### src/rtl/vrf_wr_arbiter.sv
// vrf_wr_arbiter: shares the single VRF write port between REQ_NUM writeback
// requesters. A round-robin winner gets one START cycle (VRF write-FSM start)
// followed by a burst of LANES elements; valid-low cycles stall the burst.
// busy_reg_o flags the destination register so reads can stall on RAW hazards.
//
// Build option: define VRF_WARB_MASK_PRIO_EN so that requests targeting the mask
// register v0 win over plain round-robin.
//
// state | meaning
// IDLE  | no burst; arbitrate among req_valid_i, latch winner and address
// START | vrf_wr_req_o for one cycle so the VRF write FSM reaches its enable state
// BURST | stream elements from the winner; finishes on the LANES-th accepted element
module vrf_wr_arbiter #(
  parameter int DATA_WIDTH = 32,
  parameter int REG_NUM    = 32,
  parameter int LANES      = 4,
  parameter int REQ_NUM    = 3,
  localparam int ADDR_B    = $clog2(REG_NUM),
  localparam int ELEM_B    = (LANES > 1) ? $clog2(LANES) : 1,
  localparam int REQ_B     = (REQ_NUM > 1) ? $clog2(REQ_NUM) : 1
) (
  input  logic                          clk_i,
  input  logic                          reset_i,
  input  logic [REQ_NUM-1:0]            req_valid_i,
  input  logic [REQ_NUM*ADDR_B-1:0]     req_addr_i,
  output logic [REQ_NUM-1:0]            req_grant_o,
  input  logic [REQ_NUM-1:0]            elem_valid_i,
  input  logic [REQ_NUM*DATA_WIDTH-1:0] elem_data_i,
  output logic [REQ_NUM-1:0]            elem_ready_o,
  output logic [REQ_NUM-1:0]            done_o,
  output logic                          vrf_wr_req_o,
  output logic                          vrf_wr_en_o,
  output logic                          vrf_wr_ready_o,
  output logic [ADDR_B-1:0]             vrf_wr_addr_o,
  output logic [ELEM_B-1:0]             vrf_wr_elem_cnt_o,
  output logic [DATA_WIDTH-1:0]         vrf_wdata_o,
  output logic                          busy_o,
  output logic [REG_NUM-1:0]            busy_reg_o
);

  typedef enum logic [1:0] {IDLE, START, BURST} state_t;

  state_t              state;
  logic [REQ_B-1:0]    rr_ptr;
  logic [REQ_B-1:0]    gnt_idx;
  logic [ADDR_B-1:0]   wr_addr;
  logic [ELEM_B-1:0]   elem_cnt;

  logic                arb_found;
  logic [REQ_B-1:0]    arb_idx;
  logic [ADDR_B-1:0]   arb_addr;
  logic [REQ_B-1:0]    scan;
  int                  scan_i;

  logic [ADDR_B-1:0]     req_addr_a  [REQ_NUM];
  logic [DATA_WIDTH-1:0] elem_data_a [REQ_NUM];
  logic [REQ_NUM-1:0]    gnt_oh;
  logic                  active;
  logic                  bursting;
  logic                  accept;
  logic                  last_elem;

  for (genvar r = 0; r < REQ_NUM; r++) begin : g_unpack
    assign req_addr_a[r]  = req_addr_i[r*ADDR_B +: ADDR_B];
    assign elem_data_a[r] = elem_data_i[r*DATA_WIDTH +: DATA_WIDTH];
  end

  // Pick the first requesting slot at or after rr_ptr (with wrap); optional v0 priority pass first
  always_comb begin
    arb_found = 1'b0;
    arb_idx   = '0;
    scan      = '0;
    scan_i    = 0;
`ifdef VRF_WARB_MASK_PRIO_EN
    for (int i = 0; i < REQ_NUM; i++) begin
      scan_i = int'(rr_ptr) + i;
      if (scan_i >= REQ_NUM) scan_i = scan_i - REQ_NUM;
      scan = REQ_B'(scan_i);
      if (!arb_found && req_valid_i[scan] && (req_addr_a[scan] == '0)) begin
        arb_found = 1'b1;
        arb_idx   = scan;
      end
    end
`endif
    for (int i = 0; i < REQ_NUM; i++) begin
      scan_i = int'(rr_ptr) + i;
      if (scan_i >= REQ_NUM) scan_i = scan_i - REQ_NUM;
      scan = REQ_B'(scan_i);
      if (!arb_found && req_valid_i[scan]) begin
        arb_found = 1'b1;
        arb_idx   = scan;
      end
    end
    arb_addr = req_addr_a[arb_idx];
  end

  // Burst sequencing: arbitration, one START cycle, element counting through BURST
  always_ff @(posedge clk_i or posedge reset_i) begin
    if (reset_i) begin
      state    <= IDLE;
      rr_ptr   <= '0;
      gnt_idx  <= '0;
      wr_addr  <= '0;
      elem_cnt <= '0;
    end else begin
      case (state)
        IDLE: begin
          if (arb_found) begin
            gnt_idx <= arb_idx;
            wr_addr <= arb_addr;
            rr_ptr  <= (arb_idx == REQ_B'(REQ_NUM-1)) ? '0 : arb_idx + 1'b1;
            state   <= START;
          end
        end
        START: begin
          elem_cnt <= '0;
          state    <= BURST;
        end
        BURST: begin
          if (accept) begin
            if (last_elem) begin
              elem_cnt <= '0;
              state    <= IDLE;
            end else begin
              elem_cnt <= elem_cnt + 1'b1;
            end
          end
        end
        default: state <= IDLE;
      endcase
    end
  end

  // One-hot of the held grant index
  always_comb begin
    gnt_oh          = '0;
    gnt_oh[gnt_idx] = 1'b1;
  end

  // Mark the destination register while a burst owns the port
  always_comb begin
    busy_reg_o = '0;
    if (active) busy_reg_o[wr_addr] = 1'b1;
  end

  assign active    = (state != IDLE);
  assign bursting  = (state == BURST);
  assign accept    = bursting && elem_valid_i[gnt_idx];
  assign last_elem = accept && (elem_cnt == ELEM_B'(LANES-1));

  assign req_grant_o       = active   ? gnt_oh : '0;
  assign elem_ready_o      = bursting ? gnt_oh : '0;
  assign done_o            = last_elem ? gnt_oh : '0;
  assign vrf_wr_req_o      = (state == START);
  assign vrf_wr_en_o       = accept;
  assign vrf_wr_ready_o    = last_elem;
  assign vrf_wr_addr_o     = active ? wr_addr : '0;
  assign vrf_wr_elem_cnt_o = active ? elem_cnt : '0;
  assign vrf_wdata_o       = bursting ? elem_data_a[gnt_idx] : '0;
  assign busy_o            = active;

endmodule

### config.mk
export PLATFORM = sky130hd
export DESIGN_NAME = vrf_wr_arbiter
export DESIGN_NICKNAME = d
export VERILOG_FILES = /design/src/rtl/vrf_wr_arbiter.sv
export SDC_FILE = /design/constraint.sdc
export NUM_CORES = 1
export LEC_CHECK = 0
export ABC_AREA = 1
export ABC_CLOCK_PERIOD_IN_PS = 3550
export CORE_MARGIN = 5
export CORE_UTILIZATION = 30
export CTS_CLUSTER_SIZE = 30
export DETAILED_ROUTE_END_ITERATION = 8
export PLACE_DENSITY = 0.83
export SLEW_MARGIN = 0
export SYNTH_ARGS = -nofsm -noshare
export SYNTH_HDL_FRONTEND = slang
export SYNTH_SLANG_ARGS = --single-unit
### constraint.sdc
create_clock -name clk_i -period 3.55 [get_ports clk_i]
set_input_delay 0.71 -clock clk_i [delete_from_list [all_inputs] [get_ports clk_i]]
set_output_delay 0.71 -clock clk_i [all_outputs]
set_load 0.01 [all_outputs]
Word-level counts from Yosys, hierarchy flattened. Index checks and enable logic that the tools add are counted.

Word-level logic and storage cells: 89. Output and inout port bits: 84. Input port bits: 119. Bits in registers: 13.

Order comparisons: 12. Reductions and logical operators: 14. Bitwise operators: 2. Multiplexer cells: 42. Equal/unequal tests: 7. $add $sub $neg: 7.

Operator list (count): $mux 32 (4); $bmux 32 s2 (1); $mux 2 (13); $mux 5 (3); $lt 2x3->1 const B (4); $bmux 5 s2 (1); $mux 1 (9); $mux 3 (3); $bmux 1 s2 (4); $eq 2x2->1 const B (3); $ge 3x2->1 const B (2); $ge 3x3->1 const B (2); $logic_and 1x1->1 (6); $lt 5x6->1 const B (1); $not 2->3 (2); $pmux 2 s3 (1); $sub 2x2->2 const B (3); $demux 1 s5 (1); $ge 5x1->1 const B (1); $add 2x1->2 const B (2); $ne 2x1->1 const B (2); $pmux 2 s2 (1); $reduce_and 2->1 (2); $reduce_bool 2->1 (2); 10 further kinds (11).

Logic depth before layout (Yosys ltp).
Depth in word-level cells: 15. Mapped depth: 13. Depth with buffers taken out: 13.

Least setup slack after synthesis. No wires, ideal clock.

Kind: register to output. Start: reg gnt_idx[0]. End: out vrf_wdata_o[11]. Stages on the path, launching flop included: 7. Path buffers: 1. Setup slack: 1.486 ns. Data arrival time: 1.354 ns. Data required time: 2.840 ns. Cells stage by stage: dfrtp_1 > nor2_2 > inv_1 > nor2_2 > buf_2 > nand2_1 > nand3_1.

Longest elaborated chain between the ends: 5.

Ends and longest elaborated chain: start, declared (RTL line 45) `logic [REQ_B-1:0] gnt_idx;`; start signal, assigned (RTL line 109) `gnt_idx <= arb_idx;`; $not 2->3 (implied by the code) (RTL line 159) `assign vrf_wdata_o = bursting ? elem_data_a[gnt_idx] : '0;`; $bmux 32 s2 (RTL line 159); $mux 32 (implied by the code) (2 in a row) (RTL line 159); $mux 32 (RTL line 159); end, declared (RTL line 36) `output logic [DATA_WIDTH-1:0] vrf_wdata_o,`.

Every way passes these cells. The select of a mux whose other input is x is not followed.

Worst setup path in the final report.
Start: reg gnt_idx[1]. End: out done_o[1].

Longest elaborated chain between the ends: 5. Elaborated cells on any way between the ends: 10. Those cells by class: 2 x order compare; 5 x mux; 3 x reduce/logical.

Ends and longest elaborated chain: $lt 2x3->1 (implied by the code), or another cell as far along (RTL line 137) `gnt_oh[gnt_idx] = 1'b1;`; $logic_and 1x1->1 (implied by the code) / $mux 1 (equally long branches) (RTL line 137, 148); $mux 1 (implied by the code) / $logic_and 1x1->1 (equally long branches) (RTL line 137, 148); $demux 1 s2 / $logic_and 1x1->1 (equally long branches) (RTL line 137, 149); $mux 3 (*) (RTL line 153) `assign done_o = last_elem ? gnt_oh : '0;`; end, declared (RTL line 30) `output logic [REQ_NUM-1:0] done_o,`.

Mark *: on every way between the ends. The rest lies on a longest branch, timed or not. The select of a mux whose other input is x is not followed.

==> impl_metrics.env <==
export IMPL_reg2reg_slack_ns=1.26
export IMPL_cts_clk_slew_worst_paths_ns=0.05
export IMPL_synthCells=386
export IMPL_finClkSkew_ns=0.00434
export IMPL_rsz0062_at_grt="false"
export IMPL_final_hold_viol_count=0
export IMPL_cts_resized=0
export IMPL_syn_cell_area_um2=1970
export IMPL_endpoint_kind="output port"
export IMPL_via_per_inst=4.77
export IMPL_postRouteAntennaNets=0
export IMPL_grt_use_met1_pct=26.1
export IMPL_setup_viol=0
export IMPL_syn_to_final_growth_pct=110
export IMPL_async_flop_share_pct=100
export IMPL_grt_max_degree=19
export IMPL_ys_types=24
export IMPL_required_ns=2.84
export IMPL_antenna_found_initial=0
export IMPL_maxClockFrequency_mhz=318
export IMPL_drt_total_wl_mm=9.77
export IMPL_yosys_area_top_type="nand2_1"
export IMPL_syn_area_per_cell_um2=5.10
export IMPL_synth_warnings=0
export IMPL_run_status="finished, final reports clean"
export IMPL_min_path_cells=2
export IMPL_coreArea_um2=6350
export IMPL_num_vias=3172
export IMPL_syn_num_nets=510
export IMPL_grt_pass1_vias=3098
export IMPL_drc_errors=0
export IMPL_setup_tns_ns=0
export IMPL_ff2ff_path_depth=13
export IMPL_cts_max_level=1
export IMPL_worstPathArrival_ns=2.43
export IMPL_ys_ff_latch=13
export IMPL_fin_crit_sh_pct=88.5
export IMPL_min_period_ns=3.14
export IMPL_cts_tree="done"
export IMPL_synth_top_area_share_pct=29.4
export IMPL_cellPowerDensity_nw_per_um2=647
export IMPL_first_iter_violations=132
export IMPL_p_leak_nw=1.92
export IMPL_grt_pass1_wl_mm=15.7
export IMPL_ys_flop_type="dfrtp_1"
export IMPL_clk_latency_ns=0.23
export IMPL_met2_usage_pct=42.5
export IMPL_post_dp_hpwl_mm=8.11
export IMPL_wl_per_cell_um=14.7
export IMPL_die_w_um=91.0
export IMPL_holdBufCountCts=0
export IMPL_ir_drop_mv=0.392
export IMPL_root_buffer="clkbuf_8"
export IMPL_synth_edf_count=0
export IMPL_slew_limit_headroom_pct=67.5
export IMPL_die_h_um=91.0
export IMPL_post_route_cells_drive_above_1_share_pct=4.25
export IMPL_numCtsBuffers=3
export IMPL_die_area_um2=8280
export IMPL_n_antenna_cell=0
export IMPL_post_cts_buffers=0
export IMPL_drv_slew=0
export IMPL_grt_busiest_layer="met2"
export IMPL_clockBufferDepth=2
export IMPL_drv_cap=0
export IMPL_io_buffers=202
export IMPL_top_level_ports=203
export IMPL_hold_ws_ns=0.550
export IMPL_finalNetCount=713
export IMPL_cp_max_fo=14
export IMPL_rows=29
export IMPL_tightest_slew_ns=0.487
export IMPL_grtUsageMet3_pct=3.97
export IMPL_grt_usage_pct=22.4
export IMPL_gp_congestion=0.905
export IMPL_grt_ovfl_total=0
export IMPL_first_pass_iters=4
export IMPL_min_path_type="reg -> reg"
export IMPL_cts_sinks=13
export IMPL_yosysSeqAreaShare_pct=16.5
export IMPL_initial_core_util_pct=31.0
export IMPL_worst_setup_path_start_kind="flop"
export IMPL_synth_area_leaders="nand2_1 (29%), dfrtp_1 (17%), nand3_1 (16%), nor2_1 (9.9%), inv_1 (9.0%)"
export IMPL_critPathKind="reg -> out"
[state kept, by name, summed over array words and instances (netlist names)]
signal / flops
state: 2
rr_ptr: 2
wr_addr: 5
gnt_idx: 2
elem_cnt: 2
[Yosys cell counts, types with 2 or more instances]
cell      count
nand4_1       2
inv_2         6
o21ai_0       9
ha_1          5
nand2_1     154
a22oi_1       2
nand3_1      63
dfrtp_1      13
nor2_1       52
nand2_2       4
inv_1        47
nand3b_1      6
clkbuf_1      6
a31oi_1       2
buf_2         4
nor2_2        2
o21ai_1       2
[through the flow]
| step | power [mW] | setup WS (ns) | instance area [um^2] | utilization [%] | cells |
|---|---|---|---|---|---|
| 5_1_grt | 2.93 | 0.198 | 4130 | 65.0 | 665 |
| 3_5_place_dp | 2.55 | 0.469 | 4080 | 64.3 | 661 |
| 3_3_place_gp | 2.50 | 0.547 | 4080 | 64.3 | 661 |
| 6_report | 2.67 | 0.409 | 4130 | 65.0 | 665 |
| 2_1_floorplan | 1.57 | 1.49 | 1970 | - | 386 |
| 4_1_cts | 2.68 | 0.405 | 4130 | 65.0 | 665 |
[per-layer routing]
layer	share of wire [%]	vias to the layer above
met2	52	129
met1	38	1427
met5	0	-
met4	2.0	0
li1	-	1602
met3	7.8	14
[report_power, final]
part	internal (mW)	total, mW	switching, mW
Clock	0.0789	0.126	0.0475
Combinational	0.976	2.26	1.29
Sequential	0.221	0.284	0.0629
Total	1.28	2.67	1.40
[layout by cell type, fill, tap and decap left out, types with 3 or more instances in the layout]
master and instances:
nand2_1 154, inv_1 47, nand3_1 63, buf_4 7, inv_2 6, nor2_1 52
clkbuf_8 3, nand2_2 4, nand3b_1 6, ha_1 5, clkdlybuf4s50_1 202, o21ai_0 9
dfrtp_1 13
[kinds of logic (layout without fill, tap and decap cells)]
logic type | Yosys count | in the layout | synth area share (%)
flip-flops | 13 | 13 | 16.5
AND/OR/NAND/NOR | 287 | 287 | 62.6
adder cells (fa/ha/maj) | 5 | 5 | 3.18
buffers and inverters | 64 | 266 | 12.8
AO/OA/AOI/OAI | 17 | 17 | 4.83
[critical path: stages, from the launching register on]
cell             delay [ns]
dfrtp_1                0.35
inv_1                  0.11
nand2_1                0.13
inv_1                  0.36
nand2_1                0.09
nand3_1                0.13
nand2_1                0.08
inv_1                  0.10
nand2_1                0.14
nor2_1                 0.15
clkdlybuf4s50_1        0.56
[final cells by class]
class	count	area (um^2)
Inverter	53	199
Tap cell	77	96.3
Fill cell	565	2220
Multi-Input combinational cell	309	1390
Timing Repair Buffer	209	2070
Sequential cell	13	325
Clock buffer	4	45.0
[worst paths after layout]
kind	end	startpoint
hold / removal	gnt_idx[1]	gnt_idx[1]
setup reg to reg	wr_addr[2]	rr_ptr[0]
min in group asynchronous	state[1]	reset_i
max in group asynchronous	gnt_idx[1]	reset_i
setup / recovery	done_o[1]	gnt_idx[1]
hold reg to reg	gnt_idx[1]	gnt_idx[1]
Power figures use the tool's default switching activity.
==> patch 1: new RTL, config.mk and constraints unchanged <==
The parameter `REQ_NUM` goes from 3 to 6.
--- a/src/rtl/vrf_wr_arbiter.sv
+++ b/src/rtl/vrf_wr_arbiter.sv
@@ -15,5 +15,5 @@
   parameter int REG_NUM    = 32,
   parameter int LANES      = 4,
-  parameter int REQ_NUM    = 3,
+  parameter int REQ_NUM    = 6,
   localparam int ADDR_B    = $clog2(REG_NUM),
   localparam int ELEM_B    = (LANES > 1) ? $clog2(LANES) : 1,
Interface: changed (7 resized); port bits go from 203 to 329. No check against the original RTL was run, so the function may have changed too.
==> patch 1 against the unedited design <==
  * Synthesized cell count grew 53%
  * Design area grew 65%
  * Wire length grew 110%
  * Cell count grew 58%
  * Synthesized area grew 68%
  * Maximum frequency shrank 6.5%
  * Via count grew 73%
  * Sequential cell count grew 2
  * Worst setup slack lost 220 ps
  * Count of clock-buffer cells in the layout is the same
  * Critical endpoint is now vrf_wdata_o[29]
  * Highest routed layer is now met5
Power is left out: it rests on default switching activity, and per cell area and clock period it moved more than threefold.
==> patch 1: results <==
[outcome]
status = finished clean

[setup_path]
crit_path_max_incr_delay_ps = 680
reg2reg_to = rr_ptr[1]$_DFFE_PP0P_
r2r-start = rr_ptr[1]$_DFFE_PP0P_
setup.worst_path.start = gnt_idx[2]$_DFFE_PP0P_
reg2reg_slack_ps = 370
worst-path-max-fanout = 32

[grt]
grt_pass1_wl_um = 29670
antenna_found_initial = 3
track_usage = 0.2899
grt_max_degree = 34
grt_pass1_vias = 5390

[final_layout]
nets = 1158
drive_gt1_frac = 0.05373
fillers = 1024

[clock_network]
clk_latency_ps = 250

[yosys]
synth_fa_ha_area_frac = 0.03403
synth_compound_area_frac = 0.2892
synth.top_cells.by_count = nand2_1, nor2_1, a22oi_1, inv_1, nand3_1
synth_area_leaders = nand2_1, a22oi_1, dfrtp_1
synth-xor-area-share = 0.002647
synth.distinct_cells = 32

[routing]
vias = 5497
routedLengthMet1_um = 7049
totalWireLength_um = 20690
wl_met2_um = 10060
maxUsedRoutingLayer = met5
dr.pass1.iters = 5
dr_wl_met3_um = 2427

[timing]
tightest_slew_ps = 585.6
fin_skew_ps = 2.165

[placement]
routabilityCongestion = 0.9944
hpwlAfterDp_um = 17880
io_buffers = 328

[hold_path]
min-delay-start = wr_addr[1]$_DFFE_PP0P_
hold_path_end = wr_addr[1]$_DFFE_PP0P_
## patch 1: cell type report
type	instances	area share
well taps	140	0.02565
flip-flops and latches	15	0.05496
inverters	70	0.03847
clock buffers	4	0.006595
multi-input cells	481	0.3783
repair buffers	342	0.4961
## patch 1: timing repair
| action | CTS | global route |
|---|---|---|
| gates resized for setup | 0 | 5 |
| endpoints found under the setup margin | 0 | 6 |
| buffers inserted | 0 | 0 |
## patch 1: kinds of logic after synthesis
family,after synthesis
fa+ha+maj,9
mux,1
buf+inv,96
simple gates,340
flops,15
xor+xnor,1
compound gates,130
## patch 1: routing by layer
metal	global-route usage	vias up
li1	-	2669
met1	0.3184	2430
met2	0.5050	330
met3	0.09000	62
met4	0.1424	6
met5	0	-
## patch 1: metrics by stage
stage               worst slack (ps)  cells  hold slack, ps  cell area (um2)
floorplan                      807.5    592           470.7             3309
global placement               88.09   1048           554.9             6773
detailed placement             36.16   1048           552.3             6773
CTS                            36.78   1052           569.5             6818
global route                   46.42   1052           633.0             6830
finish                         190.5   1052           583.8             6830
==> patch 2: new RTL, same flow settings <==
Without the edit above. The 3 states of `state_t` get a one-hot encoding in 3 bits.
--- a/src/rtl/vrf_wr_arbiter.sv
+++ b/src/rtl/vrf_wr_arbiter.sv
@@ -39,5 +39,5 @@
 );
 
-  typedef enum logic [1:0] {IDLE, START, BURST} state_t;
+  typedef enum logic [2:0] {IDLE = 3'b001, START = 3'b010, BURST = 3'b100} state_t;
 
   state_t              state;
Formal check against the unedited RTL: no difference found for any inputs over 10 cycles, from zero or initial values and one cycle with reset_i high; not proved beyond that.
==> patch 2 against the unedited design <==
  * Design area grew 4.2%
  * Synthesized area increased by 7.9%
  * Via count up 2.5%
  * Register-to-register slack improved by 250 ps
  * Sequential cell count up 1
  * Wire length increased by 0.85%
  * Global-route usage decreased by 1.9 points
  * Die area is 7.0% higher
  * First-iteration DRC count grew 13%
  * Core utilization down 2.1 points
  * Worst setup slack lost 38 ps
Power is left out: it rests on default switching activity, and per cell area and clock period it moved more than threefold.
==> patch 2: results <==
[grt]
grt_pass1_wl_um = 14800
use_met1 = 0.2288
grt_pass1_vias = 3068
track_usage = 0.2048
grt_max_degree = 23
use_met3 = 0.05529
grtUsageMet2 = 0.3850

[placement]
routabilityCongestion = 0.8698
hpwlAfterDp_um = 8264

[routing]
dr_wl_met3_um = 916
routedLengthMet1_um = 3654
wl_met2_um = 5106
vias = 3250
totalWireLength_um = 9850
drt_iter0_markers = 149

[yosys]
ys_seq_area_frac = 0.1657
synth.top_cells.by_count = nand2_1, inv_1, nand3_1
synthesis.instances = 405
synth_area_leaders = nand2_1, dfrtp_1, nand3_1
synth_nets = 529
synth.distinct_cells = 30

[setup_path]
crit_path_max_incr_delay_ps = 530
crit_slowest_cell = dfstp_2
crit_arrival_ps = 2470
cp_top_family = buffers and inverters
rr_worst_depth = 11
worst-path-max-fanout = 12
reg2reg_slack_ps = 1510
reg2reg_to = wr_addr[4]$_DFFE_PP0P_

[outcome]
status = finished clean

[timing]
fin_hold_ws_ps = 530.9
fin_skew_ps = 1.852
max_slew_margin = 0.5735

[final_layout]
fillers = 647
fin_cells = 700
multi_input_area_mm2 = 0.001449
reg.largest.list = wr_addr: 5 flops, state: 3 flops
seqCellArea_um2 = 351.6
buffers = 207
drive_gt1_frac = 0.05629
clkCellAreaFrac = 0.01280
nNonClkInverters = 70
nets = 729
seq_cell_count = 14

[hold_path]
hold_path_end = gnt_idx[1]$_DFFE_PP0P_

[clock_network]
clk_latency_ps = 240
cts_buffers = 3
## patch 2: worst max path at each step
stage                               startpoint              to  slack, ps
after floorplan           state[0]$_DFFE_PP1P_   busy_reg_o[0]       1380
after global placement         elem_valid_i[2]       done_o[2]        430
after detailed placement       elem_valid_i[2]       done_o[2]        390
after CTS                 state[0]$_DFFE_PP1P_  busy_reg_o[27]        370
after global routing      state[0]$_DFFE_PP1P_  busy_reg_o[22]        130
final                     state[0]$_DFFE_PP1P_  busy_reg_o[27]        370
## patch 2: cells by family (layout without fill, tap and decap cells)
group,count (synthesis),count (layout),share of synthesized area
fa+ha+maj,5,5,0.02948
flops,14,14,0.1657
simple gates,283,283,0.5920
compound gates,21,21,0.06132
buf+inv,82,281,0.1515
## patch 2: stage by stage
stage / instance area, um2 / setup slack (ps)
global placement: 4245 / 430.2
global route: 4300 / 130.9
floorplan: 2122 / 1380
finish: 4300 / 370.8
CTS: 4300 / 367.3
detailed placement: 4245 / 395.0
